<file path="src/rtl/i2c_target_port.sv">
// i2c_target_port: I2C target with 7-bit address match, byte write stream and byte read requests
module i2c_target_port #(
  parameter logic [6:0] SLAVE_ADDR = 7'h50
) (
  input  logic       clk,
  input  logic       rst,
  input  logic       scl_i,
  output logic       scl_o,
  output logic       scl_oe,
  input  logic       sda_i,
  output logic       sda_o,
  output logic       sda_oe,
  output logic [7:0] wr_data,
  output logic       wr_valid,
  output logic       wr_first,
  input  logic       wr_ready,
  output logic       rd_req,
  input  logic [7:0] rd_data,
  output logic       busy,
  output logic       stop
);
  typedef enum logic [2:0] {IDLE, ADDR, ADDR_ACK, WR_DATA, WR_ACK, RD_DATA, RD_ACK, WAIT_STOP} state_t;
  state_t state;
  logic [1:0] scl_sync, sda_sync;
  logic scl_d, sda_d, scl, sda, scl_rise, scl_fall, start_det, stop_det;
  logic [6:0] shreg;
  logic [7:0] tx, byte_in;
  logic [2:0] cnt;
  logic rw, phase, first, wr_ok, rd_load;
  assign scl = scl_sync[1];
  assign sda = sda_sync[1];
  assign scl_rise = scl & ~scl_d;
  assign scl_fall = ~scl & scl_d;
  assign start_det = scl & scl_d & sda_d & ~sda;
  assign stop_det = scl & scl_d & ~sda_d & sda;
  assign byte_in = {shreg, sda};
  assign scl_o = 1'b1;
  assign scl_oe = 1'b0;
  assign sda_o = ~sda_oe;
  // Bus synchronizers plus one delayed copy for edge detection; idle bus is high
  always_ff @(posedge clk or posedge rst)
    if (rst) {scl_sync, sda_sync, scl_d, sda_d} <= '1;
    else begin
      scl_sync <= {scl_sync[0], scl_i};
      sda_sync <= {sda_sync[0], sda_i};
      scl_d <= scl;
      sda_d <= sda;
    end
  // Protocol FSM; phase marks the second half of an ACK slot
  always_ff @(posedge clk or posedge rst)
    if (rst) begin
      state <= IDLE;
      sda_oe <= 1'b0;
      wr_data <= '0;
      wr_valid <= 1'b0;
      wr_first <= 1'b0;
      rd_req <= 1'b0;
      busy <= 1'b0;
      stop <= 1'b0;
      shreg <= '0;
      tx <= '0;
      cnt <= '0;
      rw <= 1'b0;
      phase <= 1'b0;
      first <= 1'b0;
      wr_ok <= 1'b0;
      rd_load <= 1'b0;
    end else begin
      wr_valid <= 1'b0;
      wr_first <= 1'b0;
      rd_req <= 1'b0;
      stop <= 1'b0;
      rd_load <= rd_req;
      if (rd_load) tx <= rd_data;
      if (stop_det) begin
        state <= IDLE;
        sda_oe <= 1'b0;
        busy <= 1'b0;
        stop <= busy;
      end else if (start_det) begin
        state <= ADDR;
        cnt <= '0;
        sda_oe <= 1'b0;
        busy <= 1'b0;
        phase <= 1'b0;
      end else
        case (state)
          ADDR:
            if (scl_rise) begin
              shreg <= byte_in[6:0];
              cnt <= cnt + 3'd1;
              if (cnt == 3'd7) begin
                if (byte_in[7:1] == SLAVE_ADDR && byte_in[7:1] != 7'd0) begin
                  state <= ADDR_ACK;
                  busy <= 1'b1;
                  rw <= sda;
                  rd_req <= sda;
                  first <= 1'b1;
                  phase <= 1'b0;
                end else state <= WAIT_STOP;
              end
            end
          ADDR_ACK:
            if (scl_fall) begin
              phase <= ~phase;
              cnt <= '0;
              sda_oe <= phase ? (rw & ~tx[7]) : 1'b1;
              if (phase) state <= rw ? RD_DATA : WR_DATA;
            end
          WR_DATA:
            if (scl_rise) begin
              shreg <= byte_in[6:0];
              cnt <= cnt + 3'd1;
              if (cnt == 3'd7) begin
                wr_data <= byte_in;
                wr_valid <= 1'b1;
                wr_first <= first;
                first <= 1'b0;
                wr_ok <= wr_ready;
                phase <= 1'b0;
                state <= WR_ACK;
              end
            end
          WR_ACK:
            if (scl_fall) begin
              if (!wr_ok) begin
                sda_oe <= 1'b0;
                state <= WAIT_STOP;
              end else begin
                phase <= ~phase;
                sda_oe <= ~phase;
                cnt <= '0;
                if (phase) state <= WR_DATA;
              end
            end
          RD_DATA:
            if (scl_fall) begin
              cnt <= cnt + 3'd1;
              tx <= {tx[6:0], 1'b0};
              sda_oe <= (cnt == 3'd7) ? 1'b0 : ~tx[6];
              if (cnt == 3'd7) begin
                state <= RD_ACK;
                phase <= 1'b0;
              end
            end
          RD_ACK:
            if (scl_rise && !phase) begin
              if (sda) state <= WAIT_STOP;
              else begin
                rd_req <= 1'b1;
                phase <= 1'b1;
              end
            end else if (scl_fall && phase) begin
              sda_oe <= ~tx[7];
              cnt <= '0;
              state <= RD_DATA;
            end
          default: ;
        endcase
    end
endmodule

</file>
<file path="config.mk">
export PLATFORM = sky130hd
export DESIGN_NAME = i2c_target_port
export DESIGN_NICKNAME = d
export VERILOG_FILES = /design/src/rtl/i2c_target_port.sv
export SDC_FILE = /design/constraint.sdc
export NUM_CORES = 1
export LEC_CHECK = 0
export ABC_AREA = 1
export BUFFER_PORTS_ARGS = -buffer_cell sky130_fd_sc_hd__buf_2
export CAP_MARGIN = 20
export CORE_MARGIN = 4
export CORE_UTILIZATION = 35
export CTS_CLUSTER_DIAMETER = 50
export DETAILED_ROUTE_END_ITERATION = 16
export SYNTH_ARGS = -nofsm -noshare
export SYNTH_HDL_FRONTEND = slang
export SYNTH_SLANG_ARGS = --single-unit
</file>
<file path="constraint.sdc">
create_clock -name clk -period 1.5 [get_ports clk]
set_input_delay 0.45 -clock clk [delete_from_list [all_inputs] [get_ports clk]]
set_output_delay 0.45 -clock clk [all_outputs]
set_load 0.05 [all_outputs]
</file>
# Word-level counts from Yosys, hierarchy flattened
# Cells that the tools add are included.
# W data, S select, Z words.
# totals
register_bits,46
input_bits,13
# classes
n_addsub,1
eq_ne,40
muxes,85
bitwise,18
reduce_logical,24
# ops
operator,n
$mux W3,26
$mux W1,48
$ne A4 B4 Y1 const B,11
$mux W8,5
$ne A3 B3 Y1 const B,12
$pmux W3 S6,1
$ne A5 B5 Y1 const B,3
$pmux W3 S5,1
$reduce_bool A7 Y1,2
$reduce_and A13 Y1,1
$eq A3 B3 Y1 const B,4
$reduce_and A12 Y1,1
$reduce_and A6 Y1,2
$reduce_bool A3 Y1,4
$reduce_bool A6 Y1,2
$ne A2 B2 Y1 const B,5
$not A1 Y1,10
$reduce_and A9 Y1,1
$and A1 B1 Y1,8
$reduce_and A4 Y1,2
$reduce_and A8 Y1,1
$reduce_bool A8 Y1,1
$eq A7 B7 Y1 const B,1
$eq A3 B2 Y1 const B,2
11 further kinds,14

# Longest topological paths before layout
# Gate-level depths: netlist of run 1.
# logic_depth
depth_word,8
depth_mapped,12
ltp_nobuf,11

# Least setup slack after synthesis of run 1
# No wires, ideal clock.
# synth_timing
path_kind,register to register
start,register cnt[0]
end,register state[0]
t_arrival_ps,1458
t_required_ps,1435
setup_slack_ps,-23
stages_incl_launch_ff,12
path_buffers,0
synth_period_minus_slack_ps,1523
path_cell_list,dfrtp_1 ha_1 ha_1 inv_1 nand3_1 nand2_1 nor2_1 nor2_1 nor2_1 nand3_1 nand2_1 nand2_1
# synth_via
elab_chain_len,3
word_cells_on_any_way,5
# synth_lines
element,line,rtl
start: declaration,28,logic [2:0] cnt;
start signal: assignment,91,cnt <= cnt + 3'd1;
start signal: assignment,113,cnt <= cnt + 3'd1;
start signal: assignment,138,cnt <= cnt + 3'd1;
$eq A3 B3 Y1 (*),"92, 114, 141",
$ne A4 B4 Y1 (no line),--,
$reduce_and A13 Y1 (no line) (*),--,
end signal: assignment,108,if (phase) state <= rw ? RD_DATA : WR_DATA;
end: declaration,23,state_t state;
# Every way passes the cells marked *; elsewhere a longest branch is shown, timed or not.
# A chain may end at the register's enable or synchronous reset.

# Worst setup path after layout of run 1
# layout_timing
start,register scl_sync[1]
end,register state[0]
# layout_via
elab_chain_len,6
word_cells_on_any_way,28
# layout_lines
element,line,rtl
start: declaration,24,"logic [1:0] scl_sync, sda_sync;"
start signal: assignment,44,"scl_sync <= {scl_sync[0], scl_i};"
"parallel branches: the longest is 6 deep, another holds $reduce_and A13 Y1",--,
# Parallel ways; which one is timed is not known.

==> results by group, run 1 <==
Status
  – Status: complete, but fails checks
  – Failing checks: setup timing

CTS
  – H-tree depth: 2
  – CTS root buf: clkbuf_8
  – Hold Buf Count CTS: 0
  – Clock Latency Late Sink: 320 ps
  – CTS tree: done
  – Clk buf depth: 2
  – Clock transition at path regs: 90 ps
  – CTS Buf Count: 5
  – # clock sinks: 46

Detailed routing
  – Total length of routed wires: 6.56 mm
  – DRT antenna net count: 0
  – WL/cell: 12.7 um
  – Via count: 2,429
  – TritonRoute pass-1 iters: 4
  – DRC viols: 0
  – Initial DRC Count: 145
  – Vias per cell: 4.70

Cells and area
  – Footprint of the multi-input gates: 1320 um^2
  – Finished Core Util: 0.507
  – Reg area: 1160 um^2
  – Final nets: 435
  – Share of cells above drive strength 1: 0.404
  – # fillers: 676
  – Antenna Cells: 0
  – Synth-to-Final Area Change: 38.3%

Floorplanning
  – Row cnt: 30
  – Core area: 6910 um^2
  – Die width: 93.1 um
  – Die Span Y: 93.1 um
  – I/O pin count: 30
  – Initial Util: 0.367
  – Die area: 8670 um^2

Pwr
  – Total internal power: 3.26 mW
  – Leak: 1.81 nW
  – Overall power: 5.71 mW
  – PD cells: 1630 nW/um^2
  – Flop pwr share: 0.315
  – Comb power frac: 0.520
  – NetSw: 2.45 mW
  – Sw Ratio: 0.430
  – Clock Power Share: 0.165
  – VDD IR max: 0.000535 V

Setup path
  – CP Buf/Inv Count: 1
  – CP Launch Type: flop
  – Path depth of the worst reg2reg path: 7
  – Arr. time, crit path: 1870 ps
  – R2R Path Start: scl_sync[1]
  – Worst EP required: 1750 ps
  – Critical path's slowest cell: dfstp_2
  – Critical Path End Type: flop
  – Sequence of cells on the critical path: nand3_2, nor2_4, buf_4, nor2_1, a21oi_1, nand3_1, nand2_1
  – Worst Setup SP: scl_sync[1]
  – R2r endpoint: state[0]
  – Critical path class: flop to flop
  – Crit path max-delay family: flip-flops
  – Worst Path Max Fanout: 8
  – Reg2reg setup slack: -120 ps
  – Delay of the slowest cell on the worst path: 640 ps

Synthesis
  – Syn_area_per_cell: 7.57 um^2
  – Syn. warnings: 0
  – Synth top area share: 0.395
  – Count leader, synth: nand2_1
  – Post-Synth XOR/XNOR Area: 0
  – Post-synthesis simple-gate area fraction: 0.334
  – Synth Area in Compound Gates: 0.115
  – Most common library cells after synthesis: nand2_1 (98), nor2_1 (45), dfrtp_1 (40), inv_1 (32), o21ai_0 (27)
  – Post-synth cell types: 31
  – Share of synthesized registers carrying an async set or reset: 1.00
  – Largest family of logic cells by synthesized area: simple AND/OR/NAND/NOR gates
  – Post-synth top area cell: dfrtp_1
  – Sequential area share after synthesis: 0.457
  – Post-Synth Adder-Cell Area: 0.00987
  – Top post-synthesis cells by area: dfrtp_1 (39%), nand2_1 (15%), nor2_1 (6.7%)
  – Synth Register Bits: 46
  – Syn nets: 350
  – Gate count of the mapped netlist: 335
  – Mux cell area share after synthesis: 0
  – Number of flops mapped to enable cells by yosys: 0
  – Mapped Area: 2530 um^2
  – Primary FF master, synth: dfrtp_1

Timing
  – Achievable Freq: 616 MHz
  – Hold Vio Cnt, Final: 0
  – RSZ-0062 raised after global routing: yes
  – Final worst path period share: 1.08
  – Tightest hold margin: 99.1 ps
  – Final worst slack: -123 ps
  – Post-layout min period: 1620 ps
  – Setup violators final: 20
  – Max-slew violations: 0
  – Fin Setup TNS: -1910 ps
  – Worst Clk Skew: 11.6 ps

Job
  – Max Cap Violations: 0

Global routing
  – Pin count of the biggest net entering global routing: 18
  – First-pass GRT wire length: 10.6 mm
  – GRT Overall Usage: 0.154
  – Vias in the first global route: 2,333
  – Antenna violations before repair: 0
  – GRT overflow: 0

Placed design
  – Dpl hpwl: 4.80 mm
  – GPL Wtd Cong: 1.02
  – I/O Buffers: 27
  – Dpl ws: -148 ps

Hold path
  – HP Class: input port to asynchronous set/reset pin
[cell usage in the layout, fill, tap and decap left out, types with 4 or more instances in the layout]
| cell | count |
|---|---|
| nand2_1 | 88 |
| buf_4 | 47 |
| nor2_1 | 37 |
| dfrtp_1 | 37 |
| inv_1 | 28 |
| buf_2 | 28 |
| o21ai_0 | 19 |
| nand3_1 | 15 |
| nor2_4 | 11 |
| o21ai_2 | 11 |
| nand2_2 | 10 |
| inv_2 | 9 |
| nor2_2 | 7 |
| o21ai_1 | 7 |
| buf_6 | 7 |
| nand3_2 | 6 |
| dfstp_2 | 6 |
| clkbuf_8 | 5 |
| nand2_4 | 4 |
| nand3b_1 | 4 |
[final cells by class]
cell class,count,share of cell area
well taps,96,0.0343
flip-flops and latches,46,0.332
inverters,39,0.0443
repair buffers,85,0.176
repair inverters,2,0.00500
clock inverters,3,0.0129
multi-input cells,241,0.376
clock buffers,5,0.0196
[power by group through the flow]
stage	Sequential [mW]	Clock, mW	Combinational [mW]
floorplan	1.73	0	1.86
global placement	1.81	0	2.63
detailed placement	1.81	0	2.66
CTS	1.81	0.955	2.72
global route	1.85	1.02	3.36
finish	1.80	0.940	2.97
[state kept, by name, summed over array words and instances (netlist names), 2 cells and up]
register and flops:
cnt 3, scl_sync 2, sda_sync 2, shreg 7, state 3, tx 8, wr_data 8
[layer usage]
layer,vias to the layer above,global-route usage,part of all wire
li1,1233,-,-
met1,1125,0.197,0.45
met2,52,0.245,0.48
met3,19,0.0426,0.042
met4,0,0.0635,0.036
met5,-,0,0
[repair_timing]
item | CTS | global route
gates resized for setup | 16 | 49
endpoints found under the setup margin | 20 | 27
gates cloned | 0 | 3
hold endpoints to repair | 0 | 0
setup buffers | 0 | 12
pin swaps | 6 | 9
[worst max-delay path by stage]
stage	slack [ps]	cells after the start	to
after CTS	-110	7	cnt[0]
after global placement	-150	10	state[2]
after global routing	-250	9	state[1]
final	-120	7	state[0]
after floorplan	20	11	state[0]
after detailed placement	-150	10	state[2]
[metrics by stage]
stage	instance area (um^2)	cells
2_1_floorplan	2550	335
3_3_place_gp	3110	496
3_5_place_dp	3110	496
4_1_cts	3280	504
5_1_grt	3500	517
6_report	3500	517
[kinds of logic (layout without fill, tap and decap cells)]
| group | after synthesis | in the layout |
|---|---|---|
| and+or+nand+nor | 189 | 189 |
| AOI/OAI and AO/OA | 48 | 48 |
| buffers and inverters | 48 | 134 |
| DFF | 46 | 46 |
| adders and majority gates | 2 | 2 |
| other | 2 | 2 |
Power figures use the tool's default switching activity.
==> run 2: changes to the inputs <==
SKIP_CTS_REPAIR_TIMING = 1   (was unset)
==> run 2 against run 1 <==
The run still ends with setup timing left. Setup slack gained 19 ps. Register-to-register slack better by 20 ps. Power down 1.9%. Cell count stayed put. Hold slack improved by 8.1 ps. Critical path type unchanged. Highest routed layer unchanged.
==> results by group, run 2 (synthesis results as in run 1) <==
Status
  – Status: complete, but fails checks
  – Failing checks: setup timing

Pwr
  – Leak: 1.79 nW
  – VDD IR max: 0.000555 V
  – Comb power frac: 0.510
  – PD cells: 1620 nW/um^2
  – Flop pwr share: 0.323
  – Clock Power Share: 0.167
  – NetSw: 2.39 mW
  – Sw Ratio: 0.427
  – Overall power: 5.60 mW
  – Total internal power: 3.21 mW

Global routing
  – Met3 usage: 0.0418
  – Pin count of the biggest net entering global routing: 18
  – First-pass GRT wire length: 10.4 mm
  – Grt peak-use layer: met2
  – Met2 GRT Util: 0.241
  – Antenna violations before repair: 0
  – Vias in the first global route: 2,318
  – GRT Overall Usage: 0.152
  – Met1 Use GR: 0.195
  – GRT overflow: 0

Setup path
  – Arr. time, crit path: 1850 ps
  – Critical path's slowest cell: dfstp_2
  – Worst EP required: 1750 ps
  – Critical path class: flop to flop
  – CP Launch Type: flop
  – Critical Path End Type: flop
  – Reg2reg setup slack: -100 ps
  – Delay of the slowest cell on the worst path: 640 ps
  – Sequence of cells on the critical path: inv_2, nor2_4, nor2_1, a21oi_1, nand2_2, nor2_2, nand3b_1, nand2_1
  – Critical Path End: cnt[1]
  – R2r endpoint: cnt[1]
  – R2R Path Start: scl_sync[1]
  – Worst Path Max Fanout: 8
  – Path depth of the worst reg2reg path: 8
  – Worst Setup SP: scl_sync[1]

Timing
  – Worst Clk Skew: 10.5 ps
  – Achievable Freq: 623 MHz
  – Setup violators final: 12
  – Final worst slack: -104 ps
  – Max-slew violations: 0
  – Post-layout min period: 1600 ps
  – RSZ-0062 raised after global routing: yes
  – Hold Vio Cnt, Final: 0
  – Final worst path period share: 1.07

CTS
  – CTS Buf Count: 5
  – Clk buf depth: 2
  – Clock transition at path regs: 90 ps
  – Clock Latency Late Sink: 310 ps
  – CTS root buf: clkbuf_8
  – # clock sinks: 46
  – CTS tree: done
  – H-tree depth: 2

Detailed routing
  – TritonRoute pass-1 iters: 5
  – Initial DRC Count: 133
  – DRC viols: 0
  – Total length of routed wires: 6.47 mm
  – Via count: 2,395
  – WL/cell: 12.5 um
  – Vias per cell: 4.63
  – DRT antenna net count: 0

Cells and area
  – Commonest non-fill, non-tap cell in the layout: nand2_1
  – Largest regs: tx: 8 flops, wr_data: 8 flops, shreg: 7 flops
  – Most frequent cells in the layout: nand2_1 (93), buf_4 (51), dfrtp_1 (37)
  – Final nets: 435
  – Finished Core Util: 0.499
  – Antenna Cells: 0
  – Post-route cell area: 3450 um^2
  – Synth-to-Final Area Change: 35.9%
  – Share of cells above drive strength 1: 0.385

Floorplanning
  – I/O pin count: 30
  – Die Span Y: 93.1 um
  – Die area: 8670 um^2
  – Die width: 93.1 um
  – Initial Util: 0.367
  – Row cnt: 30
  – Core area: 6910 um^2

Placed design
  – I/O Buffers: 27
  – GPL Wtd Cong: 1.02
  – Placed Area: 3110 um^2
  – Dpl hpwl: 4.80 mm

Job
  – Max Cap Violations: 0

Hold path
  – HP Class: input port to asynchronous set/reset pin
## run 2: cell counts in the layout (fill, tap and decap cells not counted)
Identical to the previous run, type by type.
## run 2: stage by stage
stage	hold WS, ps	TNS (ps)	std cells	setup slack (ps)
after floorplan	345	0	335	22.4
after global placement	347	-1200	496	-147
after detailed placement	349	-1450	496	-148
after CTS	109	-1870	504	-175
after global routing	113	-3070	517	-247
final	107	-934	517	-104
## run 2: worst min path at each step
| stage | start | end | slack (ps) | cells past startpoint |
|---|---|---|---|---|
| 5_1_grt | rst | wr_data[7] | 110 | 2 |
| 3_3_place_gp | sda_sync[0] | sda_sync[1] | 350 | 0 |
| 2_1_floorplan | scl_sync[0] | scl_sync[1] | 350 | 0 |
| 6_report | rst | wr_data[7] | 110 | 2 |
| 3_5_place_dp | scl_sync[0] | scl_sync[1] | 350 | 0 |
| 4_1_cts | rst | wr_data[7] | 110 | 2 |
## run 2: routing by layer
layer,share of wire,wire length (um),up-vias
met4,0.037,242,0
met3,0.047,305,19
met5,0,0,-
met2,0.47,3050,63
li1,-,-,1227
met1,0.44,2870,1086
## run 2: power by group through the flow
stage               Sequential [mW]  Clock (mW)  Combinational, mW
finish                         1.81       0.935               2.86
global route                   1.86        1.02               3.24
CTS                            1.80       0.955               2.67
detailed placement             1.81           0               2.66
global placement               1.81           0               2.63
floorplan                      1.73           0               1.86
## run 2: final cells by class
class	instances	area, um^2
repair buffers	85	599
well taps	96	120
multi-input cells	241	1280
inverters	39	155
flip-flops and latches	46	1160
fillers	698	3460
repair inverters	2	15.0
clock buffers	5	68.8
clock inverters	3	45.0
## run 2: critical path, delay by kind of cell (launching register included)
family	cells	cell delay (ps)
AND/OR/NAND/NOR	6	630
flip-flops	1	640
AO/OA/AOI/OAI	1	190
buffers and inverters	1	80
==> run 3: changes to the inputs <==
ABC_AREA = unset   (was 1)
ABC_CLOCK_PERIOD_IN_PS = 1600   (was unset)
clock period = 1.6 ns   (was 1.5 ns; I/O delays follow)
==> run 3 against run 2 <==
The run still ends with setup timing left. Global-route usage shrank 0.91 points. Clock skew fell by 5.3 ps. Die area is 5.7% lower. Area after synthesis shrank 6.2%. Count of clock-buffer cells in the layout up 2. Maximum frequency shrank 5.8%. Clock power fell by 19%.
==> results by group, run 3 <==
Synthesis
  – Count leader, synth: nand2_1
  – Most common library cells after synthesis: nand2_1 (46), dfrtp_1 (40), o21ai_0 (15), nor2_1 (14), mux2i_1 (11)
  – Syn. warnings: 0
  – Post-synth cell types: 59
  – Syn nets: 249
  – Post-synth top area cell: dfrtp_1
  – Mapped Area: 2380 um^2
  – Synth Register Bits: 46
  – Primary FF master, synth: dfrtp_1
  – Share of synthesized registers carrying an async set or reset: 1.00
  – Syn_area_per_cell: 10.2 um^2
  – Synth top area share: 0.421
  – Top post-synthesis cells by area: dfrtp_1 (42%), nand2_1 (7.3%), dfstp_2 (6.6%)
  – Number of flops mapped to enable cells by yosys: 0
  – Sequential area share after synthesis: 0.487
  – Gate count of the mapped netlist: 234

Global routing
  – First-pass GRT wire length: 9.45 mm
  – GRT Overall Usage: 0.143
  – GRT overflow: 0
  – Antenna violations before repair: 0
  – Vias in the first global route: 1,951
  – Pin count of the biggest net entering global routing: 47

Detailed routing
  – WL/cell: 14.9 um
  – Vias per cell: 5.26
  – Initial DRC Count: 124
  – DRT antenna net count: 0
  – Via count: 1,978
  – Total length of routed wires: 5.61 mm
  – DRC viols: 0
  – TritonRoute pass-1 iters: 4

Timing
  – Achievable Freq: 587 MHz
  – Max-slew violations: 0
  – Final worst path period share: 1.06
  – Tightest hold margin: 202 ps
  – Worst Clk Skew: 5.21 ps
  – Setup violators final: 19
  – Hold Vio Cnt, Final: 0
  – Post-layout min period: 1700 ps
  – Fin Setup TNS: -884 ps
  – Final worst slack: -104 ps
  – RSZ-0062 raised after global routing: yes

Floorplanning
  – Row cnt: 29
  – Die area: 8180 um^2
  – Core area: 6460 um^2
  – Die width: 90.4 um
  – I/O pin count: 30
  – Die Span Y: 90.4 um
  – Initial Util: 0.368

CTS
  – H-tree depth: 2
  – CTS root buf: clkbuf_8
  – CTS Buf Count: 5
  – Clock Latency Late Sink: 300 ps
  – CTS tree: done
  – Clk buf depth: 2
  – # clock sinks: 46
  – Clock transition at path regs: 90 ps

Status
  – Failing checks: setup timing
  – Status: complete, but fails checks

Cells and area
  – Antenna Cells: 0
  – Largest regs: tx: 8 flops, wr_data: 8 flops, shreg: 7 flops
  – Final nets: 313
  – Most frequent cells in the layout: nand2_1 (44), dfrtp_1 (40), buf_4 (35)
  – Commonest non-fill, non-tap cell in the layout: nand2_1
  – Share of cells above drive strength 1: 0.418
  – Synth-to-Final Area Change: 29.7%

Setup path
  – Delay of the slowest cell on the worst path: 610 ps
  – Arr. time, crit path: 1900 ps
  – CP Buf/Inv Count: 0
  – Critical path's slowest cell: dfstp_2
  – CP Launch Type: flop
  – Crit path max-delay family: flip-flops
  – Worst EP required: 1790 ps
  – Sequence of cells on the critical path: and2b_2, a21oi_2, o32ai_4, or2_1, o221a_1
  – Critical Path Stages: 5
  – Worst Path Max Fanout: 6
  – Path depth of the worst reg2reg path: 5
  – Critical Path End Type: flop
  – Critical path class: flop to flop

Pwr
  – Clock Power Share: 0.159
  – Sw Ratio: 0.389
  – Comb power frac: 0.487
  – PD cells: 1540 nW/um^2
  – VDD IR max: 0.000601 V
  – NetSw: 1.85 mW
  – Total internal power: 2.91 mW
  – Flop pwr share: 0.354
  – Leak: 1.47 nW

Hold path
  – HP Class: input port to asynchronous set/reset pin

Placed design
  – GPL Wtd Cong: 0.860
  – Dpl hpwl: 4.06 mm
  – I/O Buffers: 27

Job
  – Max Cap Violations: 0
-- run 3: cells by family after synthesis --
logic type	synth area share
AO/OA/AOI/OAI	0.162
buffers and inverters	0.0463
adder cells (fa/ha/maj)	0.0105
other	0.00316
multiplexers	0.0889
AND/OR/NAND/NOR	0.202
flip-flops	0.487
-- run 3: metrics by stage --
| step | total power, mW | setup slack, ps | cells | instance area (um^2) | utilization |
|---|---|---|---|---|---|
| final | 4.76 | -104 | 376 | 3090 | 0.478 |
| after global routing | 5.10 | -191 | 376 | 3090 | 0.478 |
| after CTS | 4.67 | -138 | 371 | 2970 | 0.459 |
| after detailed placement | 3.89 | -123 | 363 | 2870 | 0.445 |
| after global placement | 3.85 | -89.9 | 363 | 2870 | 0.445 |
| after floorplan | 3.16 | 8.44 | 234 | 2400 | - |
-- run 3: metal layers --
| layer | vias to the layer above | track usage | routed length (um) |
|---|---|---|---|
| li1 | 947 | - | - |
| met1 | 968 | 0.188 | 2550 |
| met2 | 56 | 0.230 | 2710 |
| met3 | 7 | 0.0358 | 258 |
| met4 | 0 | 0.0472 | 95 |
| met5 | - | 0 | 0 |
-- run 3: path summary, 6_finish.rpt --
check                               to  slack [ps]   startpoint
setup reg to reg              state[1]        -100        scl_d
min in group clk           scl_sync[0]         280        scl_i
setup / recovery              state[1]        -100        scl_d
hold reg to reg            sda_sync[1]         360  sda_sync[0]
hold / removal                 rd_load         200          rst
max in group asynchronous  scl_sync[1]        1120          rst
-- run 3: power by group through the flow --
stage               sequential (mW)  clock [mW]  combinational (mW)
finish                         1.68       0.756                2.32
global route                   1.73       0.837                2.53
global placement               1.70           0                2.15
detailed placement             1.70           0                2.19
floorplan                      1.65           0                1.51
CTS                            1.68       0.785                2.20
-- run 3: worst min-delay path, stage by stage --
cell and delay [ps]:
buf_2 100, inv_2 60, buf_12 240
-- run 3: final cells by class --
type	count	area, um^2
Clock buffer	7	86.3
Clock inverter	1	8.76
Fill cell	627	3370
Inverter	8	32.5
Multi-Input combinational cell	168	1210
Sequential cell	46	1160
Tap cell	77	96.3
Timing Repair Buffer	69	497
